[config.mk]
export PLATFORM = sky130hd
export DESIGN_NAME = mem_port_arbiter
export DESIGN_NICKNAME = d
export VERILOG_FILES = /design/src/rtl/mem_port_arbiter.sv
export SDC_FILE = /design/constraint.sdc
export NUM_CORES = 1
export LEC_CHECK = 0
export ABC_AREA = 1
export BUFFER_PORTS_ARGS = -buffer_cell sky130_fd_sc_hd__buf_4
export CAP_MARGIN = 40
export CORE_AREA = 5 5 112 114
export DETAILED_ROUTE_END_ITERATION = 10
export DIE_AREA = 0 0 117 119
export GPL_ROUTABILITY_DRIVEN = 0
export GPL_TIMING_DRIVEN = 0
export PLACE_DENSITY = 0.77
export SYNTH_ARGS = -nofsm -noshare
export SYNTH_HDL_FRONTEND = slang
export SYNTH_SLANG_ARGS = --single-unit
[constraint.sdc]
create_clock -name clk -period 1.6 [get_ports clk]
set_clock_uncertainty 0.1 [all_clocks]
set_input_delay 0.32 -clock clk [delete_from_list [all_inputs] [get_ports clk]]
set_output_delay 0.32 -clock clk [all_outputs]
set_load 0.005 [all_outputs]
[src/rtl/mem_port_arbiter.sv]
// Two-port arbiter sharing one memory between a CPU and a DMA loader.
// Round-robin on ties, one-cycle grants, and write protection for the DMA below PROT_TOP.
module mem_port_arbiter #(
  parameter int          ADDR_W   = 32,
  parameter int          DATA_W   = 32,
  parameter logic [31:0] PROT_TOP = 32'h0000_0400
) (
  input  logic              clk,
  input  logic              reset,
  input  logic              cpu_req,
  input  logic              cpu_we,
  input  logic [ADDR_W-1:0] cpu_addr,
  input  logic [DATA_W-1:0] cpu_wdata,
  output logic              cpu_ack,
  output logic [DATA_W-1:0] cpu_rdata,
  input  logic              dma_req,
  input  logic              dma_we,
  input  logic [ADDR_W-1:0] dma_addr,
  input  logic [DATA_W-1:0] dma_wdata,
  output logic              dma_ack,
  output logic              dma_err,
  output logic [DATA_W-1:0] dma_rdata,
  output logic [ADDR_W-1:0] mem_addr,
  output logic [DATA_W-1:0] mem_wdata,
  output logic              mem_read,
  output logic              mem_write,
  input  logic [DATA_W-1:0] mem_rdata,
  output logic              cpu_stall
);

  typedef enum logic [1:0] {IDLE, GNT_CPU, GNT_DMA} state_t;

  state_t state, state_next;
  logic   last_dma;
  logic   dma_protected;

  // Widen both sides so the compare stays unsigned whatever ADDR_W is.
  assign dma_protected = dma_we && (64'(dma_addr) < 64'(PROT_TOP));

  // NOTE: sequential state uses non-blocking assignments so every register
  // samples pre-edge values, independent of process ordering.
  always_ff @(posedge clk or negedge reset) begin
    if (!reset) state <= IDLE;
    else        state <= state_next;
  end

  // NOTE: every combinational output gets a default first, so no path
  // through the case can leave a value held and infer a latch.
  always_comb begin
    state_next = IDLE;
    case (state)
      IDLE: begin
        if (cpu_req && dma_req) state_next = last_dma ? GNT_CPU : GNT_DMA;
        else if (cpu_req)       state_next = GNT_CPU;
        else if (dma_req)       state_next = GNT_DMA;
        else                    state_next = IDLE;
      end
      default: state_next = IDLE;
    endcase
  end

  always_comb begin
    mem_addr  = '0;
    mem_wdata = '0;
    mem_read  = 1'b0;
    mem_write = 1'b0;
    cpu_ack   = 1'b0;
    dma_ack   = 1'b0;
    dma_err   = 1'b0;
    case (state)
      GNT_CPU: begin
        mem_addr  = cpu_addr;
        mem_wdata = cpu_wdata;
        mem_read  = !cpu_we;
        mem_write = cpu_we;
        cpu_ack   = 1'b1;
      end
      GNT_DMA: begin
        mem_addr  = dma_addr;
        mem_wdata = dma_wdata;
        mem_read  = !dma_we;
        mem_write = dma_we && !dma_protected;
        dma_err   = dma_protected;
        dma_ack   = !dma_protected;
      end
      default: ;
    endcase
  end

  assign cpu_stall = cpu_req && !cpu_ack;

  // A rejected DMA write still counts as a DMA grant for fairness.
  always_ff @(posedge clk or negedge reset) begin
    if (!reset) begin
      last_dma  <= 1'b1;
      cpu_rdata <= '0;
      dma_rdata <= '0;
    end else begin
      if (state == GNT_CPU) begin
        last_dma <= 1'b0;
        if (!cpu_we) cpu_rdata <= mem_rdata;
      end
      if (state == GNT_DMA) begin
        last_dma <= 1'b1;
        if (!dma_we) dma_rdata <= mem_rdata;
      end
    end
  end

endmodule

* Word level (Yosys, flattened, before mapping) *
Cells that the tools add are included.

storage, ports and cells
  bits in registers = 67
  word-level logic and storage cells = 35
  input bits = 166
  output and inout bits = 134

cells by class
  bitwise operators = 2
  $lt $le $gt $ge = 1
  mux-type cells = 14
  reductions and logical operators = 12
  eq/ne operators = 2

operators by type and width
  kind                  count
  $pmux 32 s2           2
  $lt 32x11->1 const B  1
  $mux 2                5
  $mux 1                5
  $logic_and 1x1->1     4
  $logic_not 1->1       4
  $pmux 1 s2            2
  $reduce_and 2->1      2
  $eq 2x1->1 const B    1
  $eq 2x2->1 const B    1
  $logic_not 2->1       1
  $not 1->1             2
  $reduce_bool 2->1     1

* Logic depth before layout (Yosys ltp) *
Gate-level depths: netlist of run 1.

  depth after elaboration = 5
  depth in mapped cells = 9

* Worst setup path after synthesis of run 1 *
No wires, ideal clock.

  path kind = reg2out
  start = register state[0]
  end = output port mem_addr[17]
  path buffers = 3
  cell stages (with the launch flop) = 9
  data required time = 1,180 ps
  data arrival time = 1,362 ps
  setup slack = -182 ps
  cell sequence = dfrtp_1 inv_1 ha_1 buf_6 nand2_1 inv_2 buf_6 buf_6 a32o_1

on the way
  cells in the longest elaborated chain, start to end = 2
  elaborated cells on any way between the ends = 3
  those cells by class = eq/ne: 2; mux: 1

ends and longest elaborated chain
  item                                             RTL line  RTL
  start, declared                                  33        state_t state, state_next;
  start signal, assigned                           44        else state <= state_next;
  $eq 2x2->1 / $eq 2x1->1 (equally long branches)  70        case (state)
  $pmux 32 s2 *                                    70
  end, declared                                    23        output logic [ADDR_W-1:0] mem_addr,

Mark *: on every way between the ends. The rest lies on a longest branch, timed or not.

* Worst setup path after layout of run 1 *
  start = register state[1]
  end = output port mem_wdata[30]

on the way
  cells in the longest elaborated chain, start to end = 2
  elaborated cells on any way between the ends = 3
  those cells by class = eq/ne: 2; mux: 1

ends and longest elaborated chain
  item                                             RTL line  RTL
  $eq 2x2->1 / $eq 2x1->1 (equally long branches)  70
  $pmux 32 s2 *                                    70
  end, declared                                    24        output logic [DATA_W-1:0] mem_wdata,

Marked as above.

==> flow_metrics.env, run 1 <==
export IMPL_hold_class="in -> async"
export IMPL_placed_cells=825
export IMPL_crit_fanout=6
export IMPL_start_util_pct=30.56
export IMPL_synth_top_area_share_pct=47.74
export IMPL_drc=0
export IMPL_vias=4395
export IMPL_violations="setup timing"
export IMPL_synth_avg_cell_area_um2=9.033
export IMPL_layout_setup_ws_ns=-0.7338
export IMPL_final_setup_tns_ns=-60.26
export IMPL_pwr_share_clk_pct=20.7
export IMPL_outcome="complete, but fails checks"
export IMPL_grt_pass1_wl_um=26020
export IMPL_critPathKind="reg -> out"
export IMPL_nets=889
export IMPL_cts_tree="yes"
export IMPL_htreeDepth=3
export IMPL_insertion_delay_ns=0.32
export IMPL_hold_violations=0
export IMPL_dieArea_mm2=0.01392
export IMPL_final_area_mm2=0.006889
export IMPL_core_mm2=0.01132
export IMPL_antenna_found_initial=0
export IMPL_portBuffers=299
export IMPL_clock_sinks=67
export IMPL_synth_area_top_cells="dfrtp_1 48%, a32o_1 17%, nand2_1 9.0%, o21ai_0 8.7%, inv_1 4.7%"
export IMPL_yosysSeqAreaShare_pct=48.50
export IMPL_fp_row_count=39
export IMPL_io_pins=300
export IMPL_period_share_pct=145.9
export IMPL_comb_power_share_pct=49.3
export IMPL_track_usage_pct=23.91
export IMPL_grt_max_degree=68
export IMPL_tightest_slew_ns=0.8355
export IMPL_drtAntennaViolNets=0
export IMPL_clk_pin_slew_ns=0.06
export IMPL_reg2reg_slack_ns=-0.46
export IMPL_max_freq_mhz=428.5
export IMPL_synth_cell_types=19
export IMPL_cp_data_arrival_time_ns=1.91
export IMPL_yosys_warnings=0
export IMPL_max_cap_violations=0
export IMPL_wl_per_cell_um=20.28
export IMPL_post_route_util_pct=60.85
export IMPL_ys_ff_latch=67
export IMPL_area_growth_syn_to_layout_pct=99.13
export IMPL_viasPerCell=5.063
export IMPL_cellInternalPower_mw=6.728
export IMPL_diodes=0
export IMPL_synth_fp_nets=552
export IMPL_synthCells=383
export IMPL_period_needed_ns=2.334
export IMPL_cts_buffers=9
export IMPL_cp_required_ns=1.18
export IMPL_synth_area_leader_cell="dfrtp_1"
export IMPL_end_kind="output pin"
export IMPL_rsz0062_at_grt="true"
export IMPL_seq_power_share_pct=30.0
export IMPL_irDropWorstVdd_mv=1.113
export IMPL_slew_viol_final=0
export IMPL_powerDensity_mw_per_mm2=1472
export IMPL_die_x_um=117
export IMPL_leakage_nw=3.702
export IMPL_hpwl_um=13320
export IMPL_root_buffer="clkbuf_16"
export IMPL_drt_pre_antenna_iters=5
export IMPL_slew_headroom_pct=44.30
export IMPL_drtIter0Drc=397
export IMPL_syn_area_mm2=0.003460
export IMPL_cts_max_path_buffers=2
export IMPL_placed_cell_area_mm2=0.005886
export IMPL_grt_ovfl_total=0
export IMPL_finalSetupViolCount=131
export IMPL_fin_cells=868
export IMPL_grt_pass1_vias=4618
export IMPL_switching_share_pct=33.67
export IMPL_cp_start_kind="flop"
export IMPL_drt_wl_total_um=17600
export IMPL_drive_above_1_share_pct=56.28
export IMPL_switchingPower_mw=3.415
export IMPL_die_h_um=119
[flip-flops by register name, summed over array words and instances, names as in the netlist]
register   flops
cpu_rdata     32
dma_rdata     32
state          2
last_dma       1
[what timing repair did]
item                                    in CTS  in global routing
endpoints found under the setup margin     129                133
setup buffers                               14                  3
hold buffers                                 0                  0
cloned                                       8                  3
gates resized for setup                     89                 42
pin swaps                                    0                  8
[Yosys cell counts (all sizes together)]
master	instances
nand2	84
o21ai	69
dfrtp	66
a32o	60
inv	44
buf	22
nor2	15
clkbuf	13
ha	3
a21oi	2
nand3	2
a21boi	1
dfstp	1
nand4	1
[final timing paths]
path	depth (start not counted)	start	to
min in group clk	2	cpu_req	state[1]
min reg2reg	2	cpu_rdata[0]	cpu_rdata[0]
min	1	reset	dma_rdata[18]
max	9	state[1]	mem_wdata[30]
max in group asynchronous	1	reset	cpu_rdata[10]
max reg2reg	12	state[0]	dma_rdata[10]
[layout make-up]
class	count	area, um^2
Timing Repair Buffer	326	2668
Multi-Input combinational cell	237	1505
Clock buffer	10	229.0
Fill cell	944	4432
Tap cell	143	178.9
Buffer	35	370.4
Inverter	44	170.2
Clock inverter	6	90.09
Sequential cell	67	1678
[through the flow]
stage | power, mW | worst slack [ns] | hold slack (ns)
4_1_cts | 9.931 | -0.7511 | 0.02799
2_1_floorplan | 4.520 | -0.1758 | -0.07559
5_1_grt | 10.73 | -0.7734 | 0.08671
6_report | 10.14 | -0.7338 | 0.005316
3_5_place_dp | 7.191 | -0.5275 | 0.3747
3_3_place_gp | 7.048 | -0.5025 | 0.3454
[cell families (layout without fill, tap and decap cells)]
| kind of cell | Yosys count | in the layout | share of synthesized area, % |
|---|---|---|---|
| simple gates | 102 | 102 | 11.28 |
| compound gates | 132 | 132 | 27.85 |
| buf+inv | 79 | 421 | 11.28 |
| flops | 67 | 67 | 48.50 |
| fa+ha+maj | 3 | 3 | 1.085 |
[power by group through the flow]
| stage | clock [mW] | combinational, mW | sequential [mW] |
|---|---|---|---|
| 3_3_place_gp | 0 | 4.05 | 3.00 |
| 3_5_place_dp | 0 | 4.17 | 3.02 |
| 6_report | 2.10 | 5.00 | 3.04 |
| 4_1_cts | 2.13 | 4.79 | 3.02 |
| 5_1_grt | 2.20 | 5.42 | 3.12 |
| 2_1_floorplan | 0 | 1.50 | 3.02 |
[layer usage]
| metal | vias up | GRT usage (%) | share of wire [%] | wire (um) |
|---|---|---|---|---|
| li1 | 2025 | - | - | - |
| met1 | 2091 | 29.85 | 39 | 6791 |
| met2 | 248 | 40.93 | 51 | 8891 |
| met3 | 31 | 5.882 | 8.7 | 1531 |
| met4 | 0 | 6.308 | 2.2 | 387 |
| met5 | - | 0 | 0 | 0 |
[worst max-delay path, stage by stage, from the launching register on]
cell       delay [ns]
dfrtp_1          0.40
inv_2            0.09
ha_4             0.21
buf_6            0.12
nand2_4          0.07
inv_6            0.04
buf_12           0.14
clkbuf_16        0.15
a32o_2           0.23
buf_6            0.13
[layout by cell type (no fill, tap or decap), types with 2 or more instances in the layout]
master     synthesis  final
nand2_4            0      3
nor2_1            15     15
clkbuf_2           0      9
clkbuf_4           0      2
nand2_1           83     74
inv_1             43     41
dfrtp_1           66     66
inv_2              1      2
buf_8              0      9
a21oi_1            2      2
o21ai_2            0      6
buf_4              4    303
o21ai_0           60     44
o21ai_1            9     19
buf_12             0      3
nand2_2            1      6
buf_2              9      2
bufbuf_16          0      4
bufinv_16          0      2
a32o_1            60     51
a32o_2             0      9
nand3_1            2      2
clkbuf_16          0     12
buf_6              9     26
clkinv_4           0      2
ha_4               0      2
Power figures use the tool's default switching activity.
==> inputs of run 2 (changes only) <==
- CORE_AREA: 5 5 112 114 -> 5 5 114 116
- DIE_AREA: 0 0 117 119 -> 0 0 119 121
- PLACE_DENSITY: 0.77 -> 0.73
- clock period: 1.6 -> 2.4 ns (I/O delays scaled with it)
==> run 2 against run 1 <==
- the flow still finishes with violations (setup timing)
- critical path type unchanged
- non-clock buffer count fell by 16
- wire length down 3.2%
- setup slack better by 0.65 ns
- hold slack better by 0.15 ns
- highest routed layer unchanged
- clock power down 37%
- final area down 4.1%
- sequential share of layout area increased by 1.0 points
- final cell count shrank 1.4%
- core utilization is 4.9 points lower
==> flow_metrics.env, run 2 (synthesized netlist as in run 1, its figures left out) <==
export IMPL_period_share_pct=103.4
export IMPL_powerDensity_mw_per_mm2=968.1
export IMPL_layout_setup_ws_ns=-0.08249
export IMPL_leakage_nw=3.568
export IMPL_hold_violations=0
export IMPL_area_growth_syn_to_layout_pct=90.92
export IMPL_hold_class="in -> async"
export IMPL_diodes=0
export IMPL_crit_fanout=5
export IMPL_drt_pre_antenna_iters=4
export IMPL_viasPerCell=4.994
export IMPL_reg_largest_list="cpu_rdata: 32 flops, dma_rdata: 32 flops, state: 2 flops"
export IMPL_cpMaxStageDelayCell="dfrtp_1"
export IMPL_finalPower_mw=6.394
export IMPL_antenna_found_initial=0
export IMPL_vias=4275
export IMPL_start_util_pct=29.29
export IMPL_violations="setup timing"
export IMPL_max_freq_mhz=402.8
export IMPL_mostFrequentLayoutCells="292 x buf_4, 75 x nand2_1, 66 x dfrtp_1"
export IMPL_track_usage_pct=22.41
export IMPL_irDropWorstVdd_mv=0.3684
export IMPL_critical_path_max_stage_delay_ns=0.39
export IMPL_portBuffers=299
export IMPL_cp_data_arrival_time_ns=1.90
export IMPL_grt_max_degree=68
export IMPL_grt_ovfl_total=0
export IMPL_tightest_slew_ns=0.8212
export IMPL_finalSetupViolCount=53
export IMPL_cp_start_kind="flop"
export IMPL_cts_tree="yes"
export IMPL_slew_viol_final=0
export IMPL_hpwl_um=13240
export IMPL_clock_sinks=67
export IMPL_rsz0062_at_grt="true"
export IMPL_io_pins=300
export IMPL_cts_max_path_buffers=2
export IMPL_fp_row_count=40
export IMPL_critPathKind="reg -> out"
export IMPL_drtAntennaViolNets=0
export IMPL_r2r_cells=7
export IMPL_drive_above_1_share_pct=54.58
export IMPL_end_kind="output pin"
export IMPL_grt_pass1_wl_um=25360
export IMPL_fillers=1137
export IMPL_cts_buffers=9
export IMPL_htreeDepth=3
export IMPL_dieArea_mm2=0.01440
export IMPL_die_h_um=121
export IMPL_post_place_ws_ns=0.1774
export IMPL_core_mm2=0.01181
export IMPL_slew_headroom_pct=45.26
export IMPL_outcome="complete, but fails checks"
export IMPL_holdBufCountCts=0
export IMPL_die_x_um=119
export IMPL_clk_pin_slew_ns=0.06
export IMPL_insertion_delay_ns=0.32
export IMPL_drc=0
export IMPL_nets=873
export IMPL_drtIter0Drc=349
export IMPL_cp_cell_sequence="inv_2 > ha_4 > buf_6 > nand2_4 > inv_4 > clkbuf_16 > buf_16 > a32o_1 > buf_4"
export IMPL_grt_pass1_vias=4421
export IMPL_root_buffer="clkbuf_16"
export IMPL_period_needed_ns=2.482
export IMPL_max_cap_violations=0
export IMPL_cp_required_ns=1.82
export IMPL_drt_wl_total_um=17040
export IMPL_wl_per_cell_um=19.91
export IMPL_final_common_cell="buf_4"
[run 2: cell count changes in the layout (fill, tap and decap cells not counted), sizes merged]
| cell | before | now |
|---|---|---|
| buf | 343 | 333 |
| bufbuf | 4 | 0 |
| clkbuf | 24 | 22 |
| bufinv | 2 | 1 |
| clkinv | 3 | 2 |
| clkinvlp | 1 | 2 |
| inv | 44 | 45 |
[run 2: worst paths after layout]
kind                               start       endpoint  slack (ns)
max in group asynchronous          reset       state[1]        1.51
hold / removal                     reset  cpu_rdata[19]        0.16
setup / recovery                state[1]   mem_wdata[8]       -0.08
setup reg to reg                state[1]  cpu_rdata[30]        0.49
hold reg to reg            cpu_rdata[20]  cpu_rdata[20]        0.39
min in group clk                 dma_req       state[0]        0.24
[run 2: where the power goes]
part | internal [mW] | leakage [nW] | switching [mW] | total, mW
logic | 1.70 | 2.59 | 1.36 | 3.05
clock network | 0.832 | 0.145 | 0.495 | 1.33
registers | 1.68 | 0.833 | 0.333 | 2.01
total | 4.21 | 3.57 | 2.18 | 6.39
[run 2: layer usage]
layer / vias to the layer above / routed length (um) / GRT usage, %
met5: - / 0 / 0
met4: 0 / 290 / 5.720
met3: 25 / 1383 / 7.459
met2: 205 / 8601 / 38.86
met1: 2059 / 6766 / 26.70
li1: 1986 / - / -
[run 2: cell type report]
cell class / count / area [um^2] / area share [%]
Clock inverter: 6 / 63.81 / 0.9661
Clock buffer: 10 / 239.0 / 3.618
Multi-Input combinational cell: 237 / 1494 / 22.62
Inverter: 44 / 167.7 / 2.538
Buffer: 35 / 286.5 / 4.338
Sequential cell: 67 / 1678 / 25.40
Timing Repair Buffer: 310 / 2492 / 37.73
Tap cell: 147 / 183.9 / 2.785
[run 2: worst max-delay path: cells and delay by family, from the launching register on]
family	cells	cell delay, ns
buf+inv	6	0.71
compound gates	1	0.22
fa+ha+maj	1	0.21
simple gates	1	0.05
flops	1	0.39
[run 2: what timing repair did]
action                     CTS  global route
setup endpoints to repair   62            67
resized for setup           34            49
pin swaps                    4             5
buffers inserted             5             1
cloned                       3             3
[run 2: per-stage QoR]
stage | util (%) | cell area [um^2] | setup TNS (ns) | std cells | hold WS (ns)
after floorplan | - | 3460 | 0 | 383 | 0.08441
after global placement | 49.85 | 5888 | 0 | 829 | 0.3703
after detailed placement | 49.85 | 5888 | 0 | 829 | 0.3759
after CTS | 53.99 | 6377 | -1.941 | 853 | 0.1839
after global routing | 55.92 | 6605 | -5.538 | 856 | 0.2388
final | 55.92 | 6605 | -2.589 | 856 | 0.1594
==> inputs of run 3 (changes only) <==
- RECOVER_POWER: unset -> 50
==> run 3 against run 2 <==
- the flow finishes with violations (capacitance limit, slew limit, setup timing)
- die area is the same
- critical path type unchanged
- largest power group unchanged
- clock power is essentially flat
- global-route usage did not move
- sequential power hardly changed
- critical path depth did not move
- total power about the same
- wire length about the same
==> flow_metrics.env, run 3 (synthesized netlist as in run 1, its figures left out) <==
export IMPL_cellInternalPower_mw=4.209
export IMPL_seq_power_share_pct=31.5
export IMPL_end_kind="output pin"
export IMPL_cp_cell_sequence="inv_2 > ha_4 > buf_6 > nand2_4 > inv_4 > clkbuf_16 > buf_16 > a32o_1 > buf_4"
export IMPL_finalPower_mw=6.393
export IMPL_rsz0062_at_grt="true"
export IMPL_violations="capacitance limit, slew limit, setup timing"
export IMPL_area_growth_syn_to_layout_pct=90.85
export IMPL_hp_start="dma_req"
export IMPL_fin_cells=856
export IMPL_wl_per_cell_um=19.90
export IMPL_mostFrequentLayoutCells="291 x buf_4, 75 x nand2_1, 66 x dfrtp_1"
export IMPL_die_x_um=119
export IMPL_critical_path_max_stage_delay_ns=0.39
export IMPL_diodes=0
export IMPL_grt_max_degree=68
export IMPL_die_h_um=121
export IMPL_cts_max_path_buffers=2
export IMPL_drc=0
export IMPL_cpMaxStageDelayCell="dfrtp_1"
export IMPL_tightest_slew_ns=1.633
export IMPL_root_buffer="clkbuf_16"
export IMPL_drt_pre_antenna_iters=4
export IMPL_vias=4273
export IMPL_final_common_cell="buf_4"
export IMPL_powerDensity_mw_per_mm2=968.3
export IMPL_core_mm2=0.01181
export IMPL_grt_pass1_vias=4421
export IMPL_cts_buffers=9
export IMPL_holdBufCountCts=0
export IMPL_track_usage_pct=22.41
export IMPL_fillers=1138
export IMPL_htreeDepth=3
export IMPL_drive_above_1_share_pct=54.58
export IMPL_reg_largest_list="cpu_rdata: 32 flops, dma_rdata: 32 flops, state: 2 flops"
export IMPL_clk_pin_slew_ns=0.05
export IMPL_hold_class="in -> reg"
export IMPL_drt_wl_total_um=17040
export IMPL_max_freq_mhz=402.8
export IMPL_drtAntennaViolNets=0
export IMPL_hold_violations=0
export IMPL_nets=873
export IMPL_viasPerCell=4.992
export IMPL_cts_tree="yes"
export IMPL_layout_setup_ws_ns=-0.08249
export IMPL_r2r_start="state[1]"
export IMPL_crit_path_start="state[1]"
export IMPL_cp_start_kind="flop"
export IMPL_irDropWorstVdd_mv=0.3684
export IMPL_switching_share_pct=34.16
export IMPL_grt_ovfl_total=0
export IMPL_crit_fanout=5
export IMPL_fp_row_count=40
export IMPL_insertion_delay_ns=0.32
export IMPL_leakage_nw=3.567
export IMPL_io_pins=300
export IMPL_pwr_share_clk_pct=20.8
export IMPL_drtIter0Drc=351
export IMPL_max_cap_violations=1
export IMPL_switchingPower_mw=2.184
export IMPL_critical_path_top_delay_family="buffers and inverters"
export IMPL_slew_viol_final=68
export IMPL_cp_data_arrival_time_ns=1.90
export IMPL_start_util_pct=29.29
export IMPL_critPathKind="reg -> out"
export IMPL_period_share_pct=103.4
export IMPL_dieArea_mm2=0.01440
export IMPL_finalSetupViolCount=53
export IMPL_grt_pass1_wl_um=25360
export IMPL_portBuffers=299
export IMPL_comb_power_share_pct=47.7
export IMPL_clock_sinks=67
export IMPL_antenna_found_initial=0
export IMPL_period_needed_ns=2.482
export IMPL_path_buf_inv=6
export IMPL_hpwl_um=13240
export IMPL_placed_cells=829
export IMPL_outcome="complete, but fails checks"
export IMPL_slew_headroom_pct=-8.837
export IMPL_post_place_ws_ns=0.1774
export IMPL_cp_required_ns=1.82
run 3: cell types whose count changed in the layout (fill, tap and decap cells not counted):
cell / before / now
buf_4: 292 / 291
clkbuf_2: 4 / 5
run 3: path summary, 6_finish.rpt:
path,endpoint,slack [ns],cells after the start
worst min register to register,cpu_rdata[20],0.39,2
worst max register to register,cpu_rdata[30],0.49,7
worst min-delay path,state[0],0.24,2
max in group asynchronous,state[1],0.77,1
worst max-delay path,mem_wdata[8],-0.08,9
min in group asynchronous,cpu_rdata[19],0.47,1
run 3: routing by layer:
layer / GRT usage, % / vias up / part of all wire [%]
li1: - / 1986 / -
met1: 26.70 / 2057 / 40
met2: 38.86 / 205 / 50
met3: 7.459 / 25 / 8.1
met4: 5.720 / 0 / 1.7
met5: 0 / - / 0
run 3: final cells by class:
| type | instances | area, um^2 | share of cell area [%] |
|---|---|---|---|
| Timing Repair Buffer | 310 | 2490 | 37.71 |
| Sequential cell | 67 | 1678 | 25.41 |
| Multi-Input combinational cell | 237 | 1494 | 22.63 |
| Buffer | 35 | 286.5 | 4.340 |
| Clock buffer | 10 | 239.0 | 3.619 |
| Tap cell | 147 | 183.9 | 2.786 |
| Inverter | 44 | 167.7 | 2.539 |
| Clock inverter | 6 | 63.81 | 0.9665 |
run 3: power by group through the flow:
stage | clock [mW] | sequential (mW) | combinational [mW]
2_1_floorplan | 0 | 2.01 | 0.997
3_3_place_gp | 0 | 1.98 | 2.69
3_5_place_dp | 0 | 2.02 | 2.77
4_1_cts | 1.35 | 2.01 | 2.94
5_1_grt | 1.39 | 2.07 | 3.33
6_report | 1.33 | 2.01 | 3.05
run 3: stage by stage:
stage	hold WS, ns	util, %	TNS, ns	area (um^2)
final	0.2365	55.90	-2.589	6603
after global routing	0.2388	55.90	-5.538	6603
after CTS	0.1839	53.99	-1.941	6377
after detailed placement	0.3759	49.85	0	5888
after global placement	0.3703	49.85	0	5888
after floorplan	0.08441	-	0	3460
run 3: timing repair:
item,in CTS,in global routing
cloned,3,3
gates resized for setup,34,49
setup endpoints to repair,62,67
setup buffers,5,1
pin swaps,4,5
